==> config.mk <==
export PLATFORM = sky130hd
export DESIGN_NAME = rtype_instr_encoder_flat
export DESIGN_NICKNAME = d
export VERILOG_FILES = /design/src/rtl/rtype_instr_encoder_if.sv /design/src/rtl/rtype_instr_encoder.sv /design/src/flat_wrapper.sv
export SDC_FILE = /design/constraint.sdc
export NUM_CORES = 1
export LEC_CHECK = 0
export CORE_ASPECT_RATIO = 0.75
export CORE_UTILIZATION = 45
export DETAILED_ROUTE_END_ITERATION = 8
export PLACE_DENSITY_LB_ADDON = 0.25
export SLEW_MARGIN = 5
export SYNTH_ARGS = -nofsm -noshare
export SYNTH_HDL_FRONTEND = slang
export SYNTH_SLANG_ARGS = --single-unit
export TNS_END_PERCENT = 100
==> constraint.sdc <==
create_clock -name clk -period 2.65 [get_ports clk]
set_input_delay 0.3975 -clock clk [delete_from_list [all_inputs] [get_ports clk]]
set_output_delay 0.3975 -clock clk [all_outputs]
set_load 0.005 [all_outputs]
==> src/rtl/rtype_instr_encoder_if.sv <==
// Request/memory-write bus for the R-type encoder, plus the shared encoding package.
// The encoder uses the slave modport; the requester/memory side uses master.
package rtype_instr_encoder_pkg;

  typedef enum logic [1:0] {
    OP_ADD = 2'b00,
    OP_SUB = 2'b01,
    OP_AND = 2'b10,
    OP_OR  = 2'b11
  } op_e;

  // One FIFO slot: encoded word plus end-of-program marker
  typedef struct packed {
    logic        last;
    logic [31:0] word;
  } fifo_entry_t;

  localparam logic [6:0] OPC_RTYPE = 7'b0110011;

  function automatic logic [31:0] encode_rtype(op_e op, logic [4:0] rd,
                                               logic [4:0] rs1, logic [4:0] rs2);
    logic [6:0] funct7;
    logic [2:0] funct3;
    funct7 = (op == OP_SUB) ? 7'b0100000 : 7'b0000000;
    case (op)
      OP_AND:  funct3 = 3'b111;
      OP_OR:   funct3 = 3'b110;
      default: funct3 = 3'b000;
    endcase
    return {funct7, rs2, rs1, funct3, rd, OPC_RTYPE};
  endfunction

endpackage

interface rtype_instr_encoder_if #(
  parameter int unsigned ADDR_W = 8
);
  logic              req_valid;
  logic              req_ready;
  logic [1:0]        req_op;
  logic [4:0]        req_rd;
  logic [4:0]        req_rs1;
  logic [4:0]        req_rs2;
  logic              req_last;
  logic              mem_we;
  logic [ADDR_W-1:0] mem_addr;
  logic [31:0]       mem_wdata;
  logic              mem_ack;

  modport slave (
    input  req_valid, req_op, req_rd, req_rs1, req_rs2, req_last, mem_ack,
    output req_ready, mem_we, mem_addr, mem_wdata
  );

  modport master (
    output req_valid, req_op, req_rd, req_rs1, req_rs2, req_last, mem_ack,
    input  req_ready, mem_we, mem_addr, mem_wdata
  );
endinterface

==> src/rtl/rtype_instr_encoder.sv <==
// Encodes add/sub/and/or requests into RV32I R-type words, queues them, and loads them
// into instruction memory. Define RTYPE_ENC_NOP_PAD_EN to append a NOP after each program.
module rtype_instr_encoder
  import rtype_instr_encoder_pkg::*;
#(
  parameter int unsigned      DEPTH     = 4,
  parameter int unsigned      ADDR_W    = 8,
  parameter logic [ADDR_W-1:0] BASE_ADDR = '0
) (
  input  logic                     clk,
  input  logic                     reset_n,
  rtype_instr_encoder_if.slave     bus,
  output logic                     busy,
  output logic                     done,
  output logic [$clog2(DEPTH):0]   count
);

  localparam int unsigned PTR_W = $clog2(DEPTH);
  localparam int unsigned CNT_W = PTR_W + 1;
`ifdef RTYPE_ENC_NOP_PAD_EN
  localparam logic [31:0] NOP_WORD = 32'h00000013;
`endif

  typedef enum logic [1:0] {
    S_IDLE  = 2'd0,
    S_ISSUE = 2'd1,
    S_DONE  = 2'd2
`ifdef RTYPE_ENC_NOP_PAD_EN
    ,S_PAD  = 2'd3
`endif
  } state_e;

  state_e            state_q;
  fifo_entry_t       fifo_q [DEPTH];
  logic [PTR_W-1:0]  wr_ptr_q;
  logic [PTR_W-1:0]  rd_ptr_q;
  logic [CNT_W-1:0]  count_q;
  logic [CNT_W-1:0]  count_nxt;
  logic              ready_q;
  logic              we_q;
  logic [ADDR_W-1:0] addr_q;
  logic [31:0]       wdata_q;
  logic              done_q;
  logic              busy_q;
  logic              push;
  logic              pop;
  fifo_entry_t       push_entry;
  fifo_entry_t       head;
  fifo_entry_t       head_next;

  // Handshake qualification and occupancy update; a full FIFO refuses even on a pop cycle
  always_comb begin
    push            = bus.req_valid && ready_q;
    pop             = (state_q == S_ISSUE) && bus.mem_ack;
    push_entry.last = bus.req_last;
    push_entry.word = encode_rtype(op_e'(bus.req_op), bus.req_rd, bus.req_rs1, bus.req_rs2);
    head            = fifo_q[rd_ptr_q];
    head_next       = fifo_q[rd_ptr_q + PTR_W'(1)];
    count_nxt       = count_q;
    if (push && !pop)      count_nxt = count_q + CNT_W'(1);
    else if (!push && pop) count_nxt = count_q - CNT_W'(1);
  end

  // FIFO storage; emptied by pointer reset, contents need no reset
  always_ff @(posedge clk) begin
    if (push) fifo_q[wr_ptr_q] <= push_entry;
  end

  always_ff @(posedge clk or negedge reset_n) begin
    if (!reset_n) begin
      wr_ptr_q <= '0;
      rd_ptr_q <= '0;
      count_q  <= '0;
      ready_q  <= 1'b1;
    end else begin
      if (push) wr_ptr_q <= wr_ptr_q + PTR_W'(1);
      if (pop)  rd_ptr_q <= rd_ptr_q + PTR_W'(1);
      count_q <= count_nxt;
      ready_q <= (count_nxt != CNT_W'(DEPTH));
    end
  end

  // Write sequencer; mem_we/mem_wdata/done/busy are loaded with the values of the state being entered
  always_ff @(posedge clk or negedge reset_n) begin
    if (!reset_n) begin
      state_q <= S_IDLE;
      we_q    <= 1'b0;
      addr_q  <= BASE_ADDR;
      wdata_q <= '0;
      done_q  <= 1'b0;
      busy_q  <= 1'b0;
    end else begin
      done_q <= 1'b0;
      busy_q <= 1'b1;
      case (state_q)
        S_IDLE: begin
          if (count_q != '0) begin
            state_q <= S_ISSUE;
            we_q    <= 1'b1;
            wdata_q <= head.word;
          end else begin
            busy_q  <= (count_nxt != '0);
          end
        end
        S_ISSUE: begin
          if (bus.mem_ack) begin
            addr_q <= addr_q + ADDR_W'(1);
            if (head.last) begin
`ifdef RTYPE_ENC_NOP_PAD_EN
              state_q <= S_PAD;
              wdata_q <= NOP_WORD;
`else
              state_q <= S_DONE;
              we_q    <= 1'b0;
              wdata_q <= '0;
              done_q  <= 1'b1;
`endif
            end else if (count_q > CNT_W'(1)) begin
              wdata_q <= head_next.word;
            end else begin
              state_q <= S_IDLE;
              we_q    <= 1'b0;
              wdata_q <= '0;
              busy_q  <= (count_nxt != '0);
            end
          end
        end
`ifdef RTYPE_ENC_NOP_PAD_EN
        S_PAD: begin
          if (bus.mem_ack) begin
            addr_q  <= addr_q + ADDR_W'(1);
            state_q <= S_DONE;
            we_q    <= 1'b0;
            wdata_q <= '0;
            done_q  <= 1'b1;
          end
        end
`endif
        S_DONE: begin
          addr_q <= BASE_ADDR;
          if (count_q != '0) begin
            state_q <= S_ISSUE;
            we_q    <= 1'b1;
            wdata_q <= head.word;
          end else begin
            state_q <= S_IDLE;
            busy_q  <= (count_nxt != '0);
          end
        end
        default: begin
          state_q <= S_IDLE;
          we_q    <= 1'b0;
          wdata_q <= '0;
          busy_q  <= (count_nxt != '0);
        end
      endcase
    end
  end

  assign bus.req_ready = ready_q;
  assign bus.mem_we    = we_q;
  assign bus.mem_addr  = addr_q;
  assign bus.mem_wdata = wdata_q;
  assign busy          = busy_q;
  assign done          = done_q;
  assign count         = count_q;

endmodule

==> src/flat_wrapper.sv <==
// flat-port wrapper written by rule: the top's interface ports become plain ports
module rtype_instr_encoder_flat import rtype_instr_encoder_pkg::*;
#(
  parameter int unsigned      DEPTH     = 4,
  parameter int unsigned      ADDR_W    = 8,
  parameter logic [ADDR_W-1:0] BASE_ADDR = '0
)
  (clk, reset_n, busy, done, count, bus_req_valid, bus_req_op, bus_req_rd, bus_req_rs1, bus_req_rs2, bus_req_last, bus_mem_ack, bus_req_ready, bus_mem_we, bus_mem_addr, bus_mem_wdata);
  rtype_instr_encoder_if #(.ADDR_W(ADDR_W)) bus_i ();
  input  logic clk;
  input  logic reset_n;
  output logic busy;
  output logic done;
  output logic [$clog2(DEPTH):0] count;
  input wire logic [$bits(bus_i.req_valid)-1:0] bus_req_valid;
  input wire logic [$bits(bus_i.req_op)-1:0] bus_req_op;
  input wire logic [$bits(bus_i.req_rd)-1:0] bus_req_rd;
  input wire logic [$bits(bus_i.req_rs1)-1:0] bus_req_rs1;
  input wire logic [$bits(bus_i.req_rs2)-1:0] bus_req_rs2;
  input wire logic [$bits(bus_i.req_last)-1:0] bus_req_last;
  input wire logic [$bits(bus_i.mem_ack)-1:0] bus_mem_ack;
  output wire logic [$bits(bus_i.req_ready)-1:0] bus_req_ready;
  output wire logic [$bits(bus_i.mem_we)-1:0] bus_mem_we;
  output wire logic [$bits(bus_i.mem_addr)-1:0] bus_mem_addr;
  output wire logic [$bits(bus_i.mem_wdata)-1:0] bus_mem_wdata;
  assign bus_i.req_valid = bus_req_valid;
  assign bus_i.req_op = bus_req_op;
  assign bus_i.req_rd = bus_req_rd;
  assign bus_i.req_rs1 = bus_req_rs1;
  assign bus_i.req_rs2 = bus_req_rs2;
  assign bus_i.req_last = bus_req_last;
  assign bus_i.mem_ack = bus_mem_ack;
  assign bus_req_ready = bus_i.req_ready;
  assign bus_mem_we = bus_i.mem_we;
  assign bus_mem_addr = bus_i.mem_addr;
  assign bus_mem_wdata = bus_i.mem_wdata;
  rtype_instr_encoder #(.DEPTH(DEPTH), .ADDR_W(ADDR_W), .BASE_ADDR(BASE_ADDR)) u_core (.clk(clk), .reset_n(reset_n), .bus(bus_i), .busy(busy), .done(done), .count(count));
endmodule
# Yosys cells after proc, flatten, opt, wreduce, memory -nomap -nowiden
# Memory sizes are Yosys's and may differ from the RTL's.
# Index checks and enable logic that the tools add are counted.
[totals]
reg_bits = 53
output_inout_bits = 47
input_bits = 22
mem_count = 1
mem_bits_rw = 100
[memory_table]
columns = ["memory", "depth", "width", "rd", "rd_ports_with_merged_regs", "write_ports", "line", "source"]
rows = [
  ["u_core.fifo_q", 4, 25, 2, 0, 1, "rtype_instr_encoder.sv:34", "fifo_entry_t fifo_q [DEPTH];"],
]
[op_classes]
n_addsub = 5
n_eq_ne = 10
reduce_logical = 15
magnitude_cmp = 1
n_mux = 32
[ops]
columns = ["cell", "count"]
rows = [
  ["32-bit two-way mux", 4],
  ["32-bit case mux with 2 select lines", 1],
  ["8-bit case mux with 2 select lines", 1],
  ["1-bit two-way mux", 14],
  ["8-bit by 1-bit adder with 8-bit output (second input constant)", 1],
  ["2-bit two-way mux", 4],
  ["8-bit two-way mux", 1],
  ["2-bit equality test (second input constant)", 3],
  ["3-bit two-way mux", 2],
  ["6-bit two-way mux", 1],
  ["2-bit case mux with 3 select lines", 1],
  ["3-bit case mux with 2 select lines", 1],
  ["3-bit AND reduction", 2],
  ["3-bit nonzero test", 2],
  ["2-bit by 1-bit adder with 2-bit output (second input constant)", 2],
  ["2-bit by 1-bit equality test with 1-bit output (second input constant)", 2],
  ["1-bit logical AND", 4],
  ["2-bit by 1-bit != test with 1-bit output (second input constant)", 2],
  ["1-bit case mux with 2 select lines", 2],
  ["2-bit AND reduction", 2],
  ["3-bit by 1-bit adder with 3-bit output (second input constant)", 1],
  ["3-bit by 1-bit > comparator with 1-bit output (second input constant)", 1],
  ["3-bit by 2-bit != test with 1-bit output (second input constant)", 1],
  ["3-bit != test (second input constant)", 1],
  ["other kinds (6)", 7],
]

# Depth between registers and ports, before layout
[depth]
word_depth = 10
mapped_depth = 8

# Least setup slack after synthesis
# Ideal clock, no wire load.
[synth_path]
path_type = "reg-to-reg"
startpoint = "reg u_core.count_q[0] (netlist: u_core.count[0])"
endpoint = "reg u_core.busy_q (netlist: u_core.busy)"
stages_incl_launch_ff = 6
arrival_ps = 1829
slack_ps = 689
period_less_slack_ps = 1961
cell_sequence = "dfrtp_1 > inv_1 > ha_1 > or4_1 > o311ai_1 > or3b_1"
[synth_between]
elab_chain_cells = 8
elab_cells_between_ends = 12
cone_classes = "2 x add/sub; 1 x order compare; 7 x mux; 2 x reduce/logical"
[synth_rtl]
columns = ["element", "line", "source"]
rows = [
  ["start: declaration", "rtype_instr_encoder.sv:37", "logic [CNT_W-1:0] count_q;"],
  ["start signal: assignment", "rtype_instr_encoder.sv:78", "count_q <= count_nxt;"],
  ["3-bit by 1-bit subtractor with 3-bit output", "rtype_instr_encoder.sv:61", "else if (!push && pop) count_nxt = count_q - CNT_W'(1);"],
  ["3-bit two-way mux", "rtype_instr_encoder.sv:61", ""],
  ["3-bit two-way mux", "rtype_instr_encoder.sv:60", "if (push && !pop) count_nxt = count_q + CNT_W'(1);"],
  ["3-bit nonzero test", "-", ""],
  ["1-bit two-way mux", "rtype_instr_encoder.sv:118", "end else if (count_q > CNT_W'(1)) begin"],
  ["1-bit two-way mux", "rtype_instr_encoder.sv:108", "if (head.last) begin"],
  ["1-bit two-way mux", "rtype_instr_encoder.sv:106", "if (bus.mem_ack) begin"],
  ["1-bit case mux with 2 select lines *", "rtype_instr_encoder.sv:95", "case (state_q)"],
  ["end signal: assignment", "rtype_instr_encoder.sv:102", "busy_q <= (count_nxt != '0);"],
  ["end signal: assignment", "rtype_instr_encoder.sv:124", "busy_q <= (count_nxt != '0);"],
  ["end signal: assignment", "rtype_instr_encoder.sv:147", "busy_q <= (count_nxt != '0);"],
  ["end: declaration", "rtype_instr_encoder.sv:44", "logic busy_q;"],
]
# Every way passes the cells marked *; elsewhere a longest branch is shown, timed or not.
# A chain may end at the register's enable or synchronous reset.

# Worst setup path after layout
[layout_path]
startpoint = "reg u_core.count_q[1] (netlist: u_core.count[1])"
endpoint = "reg u_core.wdata_q[12] (netlist: u_core.bus.mem_wdata[12])"
[layout_between]
elab_chain_cells = 5
elab_cells_between_ends = 8
cone_classes = "1 x order compare; 1 x eq/ne; 4 x mux; 2 x reduce/logical"
[layout_rtl]
columns = ["element", "line", "source"]
rows = [
  ["3-bit by 1-bit > comparator with 1-bit output", "rtype_instr_encoder.sv:118", ""],
  ["32-bit two-way mux", "rtype_instr_encoder.sv:118", ""],
  ["32-bit two-way mux", "rtype_instr_encoder.sv:108", ""],
  ["32-bit two-way mux", "rtype_instr_encoder.sv:106", ""],
  ["32-bit case mux with 2 select lines", "rtype_instr_encoder.sv:95", ""],
  ["end signal: assignment", "rtype_instr_encoder.sv:100", "wdata_q <= head.word;"],
  ["end signal: assignment", "rtype_instr_encoder.sv:119", "wdata_q <= head_next.word;"],
  ["end signal: assignment", "rtype_instr_encoder.sv:144", "wdata_q <= head.word;"],
  ["end: declaration", "rtype_instr_encoder.sv:42", "logic [31:0] wdata_q;"],
]
# Parallel ways exist; a longest one is shown, timed or not. The select of a mux whose other input is x is not followed.

==> key figures <==
Setup path
  – Setup CP Type: flip-flop to flip-flop
  – CP max-delay cell: a211o_1
  – WP data required: slightly below 3 ns
  – Crit start category: flip-flop
  – CP endpoint kind: flip-flop
  – Arr. time, crit path: approximately 2.5 ns
  – Delay-heaviest family, CP: compound AO/OA/AOI/OAI gates
  – Critical R2R Capture: u_core.bus.mem_wdata[12]
  – CP cell instances: inv_1, ha_1, o21bai_1, a21o_1, a211o_1, o221ai_1
  – Worst reg2reg path depth: 6
  – Critical path buffers and inverters: 1
  – Worst path max stage delay: approximately 0.59 ns
  – Worst Path Max Fanout: 19
  – Reg2reg start: u_core.count[1]
  – Internal reg-to-reg setup slack: approximately 0.45 ns

CTS
  – Clk slew on worst S/H paths: about 0.050 ns
  – CTS Buf Count: 17
  – H-tree depth: 4
  – CTS tree: yes
  – CTS Buffer Depth: 2
  – Root Buffer: clkbuf_16
  – Post-cts sizing count: 0
  – Hold_buf cts: 0
  – # clock sinks: 116
  – Buffer count from post-CTS setup fixing: 0
  – Worst-Skew Late Latency: about 0.4 ns

Yosys
  – Sequential share of the synthesized area: a little over three fifths
  – Number of synthesized flops with an enable pin: 76
  – Synth Instances: 410
  – Yosys warning total: 0
  – Async S/R FF share, synth: around a third
  – Netlist cell types: 41
  – Seq cells post-synth: about 120
  – Post-Syn Area per Cell: about 13 um^2
  – Mapped Area: ~0.0052 mm^2
  – Dominant synthesized flop cell: edfxtp_1

Placement
  – Post-detailed-placement half-perimeter wirelength: 6510 um
  – Post-Place Cells: 593
  – Pre-CTS setup slack: 0.356 ns
  – Placer congestion estimate: 0.754
  – Number of I/O port buffers: around 60

Power and ir drop
  – Power per Cell Area: 1170 mW/mm^2
  – Combinational group share of total power: 36.3%
  – Net Sw Frac: between 30% and 40%
  – Seq pwr share: 36.0%
  – Leak: 2.55 nW
  – P_int: between 5 and 6 mW
  – Max rail drop VDD: between 500 and 600 uV
  – Overall power: around 7.6 mW
  – Clock share of power: 27.6%
  – Sw power: 2.49 mW

Run
  – Max cap viols: 0

GRT
  – Initial antenna violation count: 0
  – Met2 GRT Util: roughly 30%
  – GRT Overall Usage: 18.7%
  – Met1 usage: about a quarter
  – Global route overflow: 0
  – Met3 GRT Util: 4.71%
  – First-pass GRT wire length: approximately 16000 um
  – Busiest grt layer: met2
  – Vias in the first global route: around 3200
  – Pin count of the biggest net entering global routing: 75

Floorplanning
  – Initial Utilization: a little under half
  – Placeable core region: about 0.011 mm^2
  – Die outline height: approximately 95 um
  – IO Pins: between 60 and 70
  – Full die area: around 0.012 mm^2
  – Num rows: 33
  – Die X: between 100 and 150 um

Final layout
  – Final Instance Count excl. Fillers: roughly 630
  – Layout cell share with drive strength beyond 1: between 10% and 20%
  – Register Area: between 0.003 and 0.004 mm^2
  – Area Growth Syn to Fin: 23.6%
  – Core Util, Final: approximately 58%
  – Area of the multi-input gates: around 0.0018 mm^2
  – Inserted Diodes: 0
  – Fin nets: about 500
  – Fill cell count: between 800 and 900

Timing
  – TNS Setup: 0 ns
  – Final period utilization: a little over 80%
  – Post-route setup slack: approximately 0.45 ns
  – Max-slew violations: 0
  – Fin. Hold Viols: 0
  – RSZ-0062 raised after global routing: false
  – Skew final: ~0.0056 ns
  – Tmin final: approximately 2.2 ns
  – Worst-margin pin slew: around 0.79 ns
  – Setup violators final: 0
  – Slew HR: 47.4%
  – Peak Freq: around 460 MHz

Detailed routing
  – TritonRoute pass-1 iters: 5
  – ANT nets after route: 0
  – Via count: around 3400
  – DR iter-0 viols: roughly 210
  – Drt total wl: 10600 um
  – # DRC: 0
  – Vias per cell: 5.38
  – Routed WL per cell: about 17 um

Run status
  – Status: finished, final reports clean

Min path
  – Worst hold path class: input pin to async pin
## metrics by stage
stage          hold slack [ns]  area [um^2]
6_report                0.0387         6480
5_1_grt                  0.101         6480
4_1_cts                 0.0628         6480
3_5_place_dp             0.473         5920
3_3_place_gp             0.461         5920
2_1_floorplan            0.102         5270
## layer usage
layer,part of all wire (%),vias up
met5,0,-
met2,46,101
met1,46,1621
li1,-,1621
met4,2.0,0
met3,5.7,20
## power groups by stage
| stage | combinational, mW | clock [mW] | sequential (mW) |
|---|---|---|---|
| after floorplan | 1.87 | 0 | 2.70 |
| after global placement | 2.70 | 0 | 2.75 |
| after detailed placement | 2.79 | 0 | 2.77 |
| after CTS | 2.80 | 2.14 | 2.75 |
| after global routing | 3.05 | 2.22 | 2.80 |
| final | 2.77 | 2.10 | 2.74 |
## area by class of cell
| cell class | instances | share of cell area, % |
|---|---|---|
| repair buffers | 71 | 10.4 |
| flip-flops and latches | 116 | 50.7 |
| clock buffers | 28 | 8.28 |
| inverters | 5 | 0.290 |
| multi-input cells | 261 | 27.3 |
| well taps | 140 | 2.70 |
| clock inverters | 4 | 0.309 |
## layout by cell type, fill, tap and decap left out, drive strengths merged
master / count
o22ai: 1
a21oi: 19
inv: 5
a21boi: 1
conb: 9
nand2b: 4
o311ai: 1
o21bai: 1
ha: 9
clkdlybuf4s50: 58
nand4: 3
o31ai: 1
nand2: 48
a31oi: 1
o21ai: 28
and2: 3
dfstp: 1
clkinv: 4
or3b: 1
mux2i: 39
or4: 1
o221ai: 19
buf: 13
mux2: 19
a21o: 1
nor2b: 3
mux4: 1
xnor2: 6
and3: 6
and3b: 1
a211oi: 1
edfxtp: 76
clkbuf: 28
a211o: 1
nand3: 6
dfrtp: 39
o211ai: 2
nor2: 24
nand3b: 1
## registers in the layout (all words and copies together), names as in the netlist
signal	flops
u_core.bus.req_ready	1
u_core.done	1
u_core.wr_ptr_q	2
u_core.bus.mem_wdata	19
u_core.fifo_q	76
u_core.bus.mem_we	1
u_core.count	3
u_core.state_q	2
u_core.rd_ptr_q	2
u_core.busy	1
u_core.bus.mem_addr	8
## cells by family (layout without fill, tap and decap cells)
family	count (synthesis)	count (layout)	share of synthesized area, %
AND/OR/NAND/NOR	101	101	8.62
flip-flops	116	116	62.6
other	1	9	0.0715
buffers and inverters	41	108	4.32
multiplexers	59	59	12.0
AO/OA/AOI/OAI	77	77	9.24
XOR/XNOR	6	6	1.00
adder cells (fa/ha/maj)	9	9	2.15
## how the worst max path moves through the flow
stage               cells past startpoint  slack, ns             from                  endpoint
floorplan                               5       0.69  u_core.count[0]               u_core.busy
global placement                        5       0.39      bus_mem_ack               u_core.busy
detailed placement                      5       0.36      bus_mem_ack               u_core.busy
CTS                                     6       0.47  u_core.count[1]  u_core.bus.mem_wdata[12]
global route                            6       0.38  u_core.count[1]  u_core.bus.mem_wdata[12]
finish                                  6       0.45  u_core.count[1]  u_core.bus.mem_wdata[12]
## cells in the mapped netlist, types with 6 or more instances
library cell	count	share of area, %
buf_2	6	0.57
dfrtp_1	39	19
mux2i_1	39	7.4
edfxtp_1	76	44
a21oi_1	19	1.8
nor2_1	24	1.7
mux2_2	19	4.1
ha_1	9	2.1
o21ai_0	28	2.7
nand3_1	6	0.57
clkbuf_1	12	0.86
buf_4	13	1.9
o221ai_1	19	3.2
nand2_1	48	3.4
xnor2_1	6	1.0
and3_1	6	0.72
Note: power is estimated with default switching activity, not from simulation.
